### src/rtl/spi_master_io.sv
// spi_master_io
//   CPU-bus responder for the FE00 IO page: four byte registers driving an SPI
//   master (mode 0, MSB first, one byte per transfer, polled through STATUS).
//
//   Ports
//     clk_i, rst_i          system clock / asynchronous active-high reset
//     spi_cs, R_W_n         register select (one cycle per access), read(1)/write(0)
//     reg_addr [1:0]        0 DATA, 1 STATUS, 2 CTRL, 3 CLKDIV
//     data_i [7:0]          CPU write data
//     data_o [7:0]          read data, combinational from reg_addr
//     spi_sclk_o            SPI clock, idle low
//     spi_mosi_o            SPI data out, idle high
//     spi_miso_i            SPI data in, asynchronous to clk_i
//     spi_cs_n_o            card select, software controlled via CTRL bit 0
module spi_master_io #(
    parameter logic [7:0] DIV_RESET = 8'd99
) (
    input  logic       clk_i,
    input  logic       rst_i,
    input  logic       spi_cs,
    input  logic       R_W_n,
    input  logic [1:0] reg_addr,
    input  logic [7:0] data_i,
    output logic [7:0] data_o,
    output logic       spi_sclk_o,
    output logic       spi_mosi_o,
    input  logic       spi_miso_i,
    output logic       spi_cs_n_o
);

    typedef enum logic [1:0] {S_IDLE, S_LOW, S_HIGH, S_FINISH} state_t;

    state_t     state_q, state_d;
    logic [7:0] shift_q, shift_d;
    logic [7:0] rx_q, rx_d;
    logic [7:0] div_q, div_d;
    logic [7:0] hm_q, hm_d;      // latched half period minus one
    logic [7:0] cnt_q, cnt_d;
    logic [2:0] bit_q, bit_d;
    logic       done_q, done_d;
    logic       ovr_q, ovr_d;
    logic       cs_n_q, cs_n_d;
    logic       sclk_q, sclk_d;
    logic       mosi_q, mosi_d;
    logic [1:0] miso_s_q;

    logic wr, rd, busy;
    logic [7:0] div_clamp;

    assign wr        = spi_cs & ~R_W_n;
    assign rd        = spi_cs & R_W_n;
    assign busy      = (state_q != S_IDLE);
    // Half period is at least 3 cycles so the synchronized MISO sample taken at
    // the end of HIGH reflects a bit the slave drove before the rising edge.
    assign div_clamp = (div_q < 8'd2) ? 8'd2 : div_q;

    always_comb begin
        state_d = state_q;
        shift_d = shift_q;
        rx_d    = rx_q;
        div_d   = div_q;
        hm_d    = hm_q;
        cnt_d   = cnt_q;
        bit_d   = bit_q;
        done_d  = done_q;
        ovr_d   = ovr_q;
        cs_n_d  = cs_n_q;

        if (wr && reg_addr == 2'd2) cs_n_d = data_i[0];
        if (wr && reg_addr == 2'd3) div_d  = data_i;
        if (wr && reg_addr == 2'd1 && data_i[2]) ovr_d = 1'b0;
        if (wr && reg_addr == 2'd0 && busy)      ovr_d = 1'b1;
        // Reading DATA clears DONE; FINISH below overrides so a racing read
        // never loses completion.
        if (rd && reg_addr == 2'd0) done_d = 1'b0;

        case (state_q)
            S_IDLE: begin
                if (wr && reg_addr == 2'd0) begin
                    shift_d = data_i;
                    bit_d   = 3'd7;
                    done_d  = 1'b0;
                    hm_d    = div_clamp;
                    cnt_d   = div_clamp;
                    state_d = S_LOW;
                end
            end
            S_LOW: begin
                if (cnt_q == 8'd0) begin
                    cnt_d   = hm_q;
                    state_d = S_HIGH;
                end else begin
                    cnt_d = cnt_q - 8'd1;
                end
            end
            S_HIGH: begin
                if (cnt_q == 8'd0) begin
                    shift_d = {shift_q[6:0], miso_s_q[1]};
                    if (bit_q == 3'd0) begin
                        state_d = S_FINISH;
                    end else begin
                        bit_d   = bit_q - 3'd1;
                        cnt_d   = hm_q;
                        state_d = S_LOW;
                    end
                end else begin
                    cnt_d = cnt_q - 8'd1;
                end
            end
            S_FINISH: begin
                rx_d    = shift_q;
                done_d  = 1'b1;
                state_d = S_IDLE;
            end
            default: state_d = S_IDLE;
        endcase

        // Pins are registered from next state so they change cleanly on the edge.
        sclk_d = (state_d == S_HIGH);
        mosi_d = (state_d == S_LOW || state_d == S_HIGH) ? shift_d[7] : 1'b1;
    end

    always_ff @(posedge clk_i or posedge rst_i) begin
        if (rst_i) begin
            state_q  <= S_IDLE;
            shift_q  <= 8'h00;
            rx_q     <= 8'h00;
            div_q    <= DIV_RESET;
            hm_q     <= 8'd2;
            cnt_q    <= 8'd0;
            bit_q    <= 3'd0;
            done_q   <= 1'b0;
            ovr_q    <= 1'b0;
            cs_n_q   <= 1'b1;
            sclk_q   <= 1'b0;
            mosi_q   <= 1'b1;
            miso_s_q <= 2'b11;
        end else begin
            state_q  <= state_d;
            shift_q  <= shift_d;
            rx_q     <= rx_d;
            div_q    <= div_d;
            hm_q     <= hm_d;
            cnt_q    <= cnt_d;
            bit_q    <= bit_d;
            done_q   <= done_d;
            ovr_q    <= ovr_d;
            cs_n_q   <= cs_n_d;
            sclk_q   <= sclk_d;
            mosi_q   <= mosi_d;
            miso_s_q <= {miso_s_q[0], spi_miso_i};
        end
    end

    always_comb begin
        case (reg_addr)
            2'd0:    data_o = rx_q;
            2'd1:    data_o = {5'b0, ovr_q, done_q, busy};
            2'd2:    data_o = {7'b0, cs_n_q};
            default: data_o = div_q;
        endcase
    end

    assign spi_sclk_o = sclk_q;
    assign spi_mosi_o = mosi_q;
    assign spi_cs_n_o = cs_n_q;

endmodule

### config.mk
export PLATFORM = sky130hd
export DESIGN_NAME = spi_master_io
export DESIGN_NICKNAME = d
export VERILOG_FILES = /design/src/rtl/spi_master_io.sv
export SDC_FILE = /design/constraint.sdc
export NUM_CORES = 1
export LEC_CHECK = 0
export CORE_MARGIN = 3
export CORE_UTILIZATION = 55
export CTS_CLUSTER_DIAMETER = 200
export DETAILED_ROUTE_END_ITERATION = 8
export GPL_ROUTABILITY_DRIVEN = 0
export HOLD_SLACK_MARGIN = 0.1
export PLACE_DENSITY = 0.77
export SLEW_MARGIN = 20
export SYNTH_ARGS = -nofsm -noshare
export SYNTH_HDL_FRONTEND = slang
export SYNTH_SLANG_ARGS = --single-unit
### constraint.sdc
create_clock -name clk_i -period 2.46 [get_ports clk_i]
set_input_delay 0.738 -clock clk_i [delete_from_list [all_inputs] [get_ports clk_i]]
set_output_delay 0.738 -clock clk_i [all_outputs]
set_load 0.05 [all_outputs]
Word level (Yosys, flattened, before mapping)
Cells that the tools add are included.

storage, ports and cells
  memories = 0
  input bits = 15
  output and inout port bits = 11
  register bits after elaboration = 52
  memory bits (read-only) = 0
  latch bits = 0
  word-level logic and storage cells = 77
  bits in writable memories = 0

operators by class
  magnitude comparators = 1
  divide/modulo/power cells = 0
  eq/ne operators = 12
  reductions and logical operators = 20
  multiply operators = 0
  bitwise operators = 3
  $add $sub $neg = 2
  shift operators = 0
  multiplexer cells = 25

operator list
  cell                                                        number
  two-way mux 8 bit                                           7
  case mux 8 bit (3 select lines)                             2
  case mux 8 bit (2 select lines)                             1
  == test 2 bit, second input constant                        5
  two-way mux 3 bit                                           3
  zero test 8 bit                                             1
  less-than comparator 8 x 2 -> 1 bit, second input constant  1
  two-way mux 2 bit                                           4
  case mux 2 bit (4 select lines)                             1
  subtractor 8 x 1 -> 8 bit, second input constant            1
  logical AND 1 bit                                           7
  == test 2 x 1 -> 1 bit, second input constant               3
  inequality test 2 bit, second input constant                3
  case mux 3 bit (2 select lines)                             1
  AND reduction 3 bit                                         2
  nonzero test 2 bit                                          3
  two-way mux 1 bit                                           5
  zero test 2 bit                                             2
  AND reduction 4 bit                                         1
  zero test 3 bit                                             1
  inequality test 3 bit, second input constant                1
  nonzero test 3 bit                                          1
  subtractor 3 x 1 -> 3 bit, second input constant            1
  AND 1 bit                                                   2
  other kinds (4)                                             4

Longest topological paths before layout
  depth in word-level cells = 8
  depth in mapped cells = 10

Worst setup path after synthesis
OpenSTA, ideal clock, no wires.

  kind = input port to output port
  start = input port reg_addr[0]
  end = output port data_o[1]
  data arrival time = 2.096 ns
  path slack = -0.374 ns
  buffers on the path = 1
  cell stages on the path = 3
  required time = 1.722 ns
  path through = buf_2 mux2i_1 o21ai_0

between the ends
  word-level cells in the longest chain between the ends = 2
  elaborated cells on any way between the ends = 4

ends and longest elaborated chain
  item                                         line  RTL
  from (decl)                                  22    input logic [1:0] reg_addr,
  == test 2 bit, or another cell as far along  156   case (reg_addr)
  case mux 8 bit (3 select lines) (*)          156
  to (decl)                                    24    output logic [7:0] data_o,

Every way passes the cells marked *; elsewhere a longest branch is shown, timed or not.

Worst setup path after layout
  start = register cs_n_q (netlist: spi_cs_n_o)
  end = output port spi_cs_n_o

RTL lines
  item                    line  RTL
  from (decl)             42    logic cs_n_q, cs_n_d;
  from (signal assigned)  148   cs_n_q <= cs_n_d;
  to (decl)               28    output logic spi_cs_n_o

No word-level cell between the ends.

==> results.sh <==
export IMPL_status="completed"
export IMPL_tightest_slew_ns=0.492
export IMPL_r2r_slack_ns=0.18
export IMPL_pin_count=26
export IMPL_start_kind="flop"
export IMPL_die_area_um2=5970
export IMPL_drt_wl_total_mm=6.71
export IMPL_async_flop_share_pct=100
export IMPL_die_y_um=77.2
export IMPL_hp_class="reg2reg"
export IMPL_syn_to_final_growth_pct=27.6
export IMPL_critical_path_required_ns=1.72
export IMPL_p_leak_nw=1.62
export IMPL_worstHoldPathCells=0
export IMPL_grt_pass1_vias=2313
export IMPL_synth_warnings=0
export IMPL_worstRegToRegCells=9
export IMPL_ctsHtreeMaxLevel=2
export IMPL_criticalPathCategory="reg2out"
export IMPL_fin_crit_sh_pct=97.5
export IMPL_synthFlopType="dfrtp_1"
export IMPL_clock_latency_ns=0.31
export IMPL_cts_root_buf="clkbuf_8"
export IMPL_grt_overflow=0
export IMPL_postRouteAntennaNets=0
export IMPL_maxSlewHeadroom_pct=67.1
export IMPL_p_per_area_nw_per_um2=950
export IMPL_synth_top_area_share_pct=38.5
export IMPL_holdCritStartpoint="miso_s_q[0]"
export IMPL_crit_chain="clkdlybuf4s50_1"
export IMPL_min_to="miso_s_q[1]"
export IMPL_path_max_fanout=3
export IMPL_clkSlewWorstSetupHoldPaths_ns=0.09
export IMPL_clock_skew_ns=0.00794
export IMPL_slowest_stage="clkdlybuf4s50_1"
export IMPL_synth_area_top_cells="dfrtp_1 (39%), mux2_2 (11%), dfstp_2 (8.5%), a22o_1 (4.7%), nand2_1 (4.2%)"
export IMPL_grt_pass1_wl_mm=11.5
export IMPL_avgViaCountPerCell=5.86
export IMPL_hold_violations=0
export IMPL_drv_slew=0
export IMPL_nets=334
export IMPL_rsz0062_at_grt="no"
export IMPL_cp_arrival_ns=1.66
export IMPL_vias=2222
export IMPL_post_place_ws_ns=-0.446
export IMPL_fmaxAchievable_mhz=417
export IMPL_crit_buf_inv=1
export IMPL_syn_avg_cell_area_um2=10.7
export IMPL_synth_edff_count=0
export IMPL_ys_ff_latch=52
export IMPL_final_cell_mix="dfrtp_1 (43), nand2_1 (31), buf_4 (28), mux2_2 (27), clkdlybuf4s50_1 (15)"
export IMPL_drive_gt1_share_pct=34.9
export IMPL_drc=0
export IMPL_gr_usage_all_layers_pct=24.3
export IMPL_reg2reg_from="cnt_q[1]"
export IMPL_synth_area_um2=2790
export IMPL_syn_nets=283
export IMPL_worst_slack_ns=0.0623
export IMPL_clock_sinks=52
export IMPL_numCtsBuffers=5
export IMPL_mostFrequentLayoutCell="dfrtp_1"
export IMPL_ys_types=50
export IMPL_ir_worst_vdd_mv=0.456
export IMPL_setup_viol=0
export IMPL_wl_per_cell_um=17.7
export IMPL_detailed_place_hpwl_mm=4.81
export IMPL_grt_antenna_before_repair=0
export IMPL_ys_seq_area_share_pct=47.0
export IMPL_crit_path_end_kind="output port"
export IMPL_first_pass_iters=4
export IMPL_critPathTopFamily="buffers and inverters"
export IMPL_insertedDiodeCount=0
export IMPL_synth_top_area_cell="dfrtp_1"
export IMPL_io_buffers=25
export IMPL_slowest_delay_ns=0.80
export IMPL_hold_ws_ns=0.367
export IMPL_rows=25
export IMPL_syn_inst=260
export IMPL_post_route_min_period_ns=2.40
export IMPL_core_area_um2=4820
export IMPL_grt_max_degree=27
export IMPL_cts_tree="yes"
export IMPL_start_util_pct=57.9
export IMPL_maxCapViolations=0
export IMPL_reg2reg_to="spi_mosi_o"
export IMPL_clock_path_buffers=2
export IMPL_drt_initial_drc_count=162
export IMPL_die_x_um=77.2
[cell families (layout without fill, tap and decap cells)]
family	after synthesis	after routing	synth area share, %
compound gates	66	66	16.5
xor+xnor	1	1	0.314
fa+ha+maj	8	8	3.59
buf+inv	27	79	4.48
flops	52	52	47.0
mux	32	32	13.4
simple gates	74	74	14.7
[cell usage after synthesis (2+ instances only)]
master    number
dfrtp_1       43
dfstp_2        9
o21ai_0       16
a21oi_1        9
nand3_1        5
nor4b_1        2
a22o_1        15
o41ai_1        2
inv_1         16
o211ai_1       6
mux2_2        27
buf_2          4
nor3_1         7
a31oi_1        6
or3_1          5
mux2i_1        3
o32ai_1        2
nand2_1       31
clkbuf_1       5
o31ai_1        2
ha_1           8
nor2_1         9
[timing repair]
| action | 4_1_cts | 5_1_grt |
|---|---|---|
| gates cloned | 0 | 0 |
| gates resized for setup | 19 | 7 |
| buffers inserted | 2 | 2 |
| endpoints found under the setup margin | 8 | 7 |
| hold buffers | 0 | 0 |
[power by group]
| group | switching, mW | leakage (nW) | total [mW] | internal [mW] |
|---|---|---|---|---|
| combinational | 0.756 | 0.911 | 1.42 | 0.668 |
| sequential | 0.226 | 0.639 | 1.32 | 1.09 |
| clock | 0.281 | 0.0645 | 0.641 | 0.359 |
| total | 1.26 | 1.62 | 3.38 | 2.12 |
[state kept, by name, indices dropped and copies added (netlist names)]
| signal | cells |
|---|---|
| cnt_q | 8 |
| div_q | 8 |
| hm_q | 8 |
| rx_q | 8 |
| shift_q | 8 |
| bit_q | 3 |
| miso_s_q | 2 |
| state_q | 2 |
| done_q | 1 |
| ovr_q | 1 |
| spi_cs_n_o | 1 |
| spi_mosi_o | 1 |
| spi_sclk_o | 1 |
[final cells by class]
type                            instances  area (um2)
Sequential cell                        52        1310
Multi-Input combinational cell        181        1420
Timing Repair Buffer                   55         557
Inverter                               16        62.6
Clock buffer                            7        96.3
Fill cell                             361        1260
Tap cell                               67        83.8
Clock inverter                          1        30.0
[per-layer routing]
metal	vias to the layer above	routed length, um	GRT usage (%)
li1	1050	-	-
met4	0	100	9.79
met5	-	0	0
met1	1096	2910	32.7
met3	9	339	2.93
met2	67	3370	40.0
[metrics by stage]
stage / setup TNS (ns) / cell area (um2) / cells / utilization [%] / total power [mW]
after global placement: -6.43 / 3350 / 367 / 69.6 / 2.61
after CTS: 0 / 3530 / 377 / 73.4 / 3.34
final: 0 / 3560 / 379 / 73.9 / 3.38
after detailed placement: -7.40 / 3350 / 367 / 69.6 / 2.66
after global routing: 0 / 3560 / 379 / 73.9 / 3.59
after floorplan: 0 / 2810 / 260 / - / 2.18
[worst max-delay path by stage]
stage | cells after the start | slack (ns) | startpoint | endpoint
floorplan | 9 | 0.04 | reg_addr[0] | spi_mosi_o
finish | 1 | 0.06 | spi_cs_n_o | spi_cs_n_o
global placement | 4 | -0.41 | reg_addr[1] | data_o[5]
CTS | 5 | 0.002 | reg_addr[0] | data_o[4]
global route | 5 | 0.01 | state_q[0] | data_o[0]
detailed placement | 4 | -0.45 | reg_addr[1] | data_o[5]
Power figures use the tool's default switching activity.
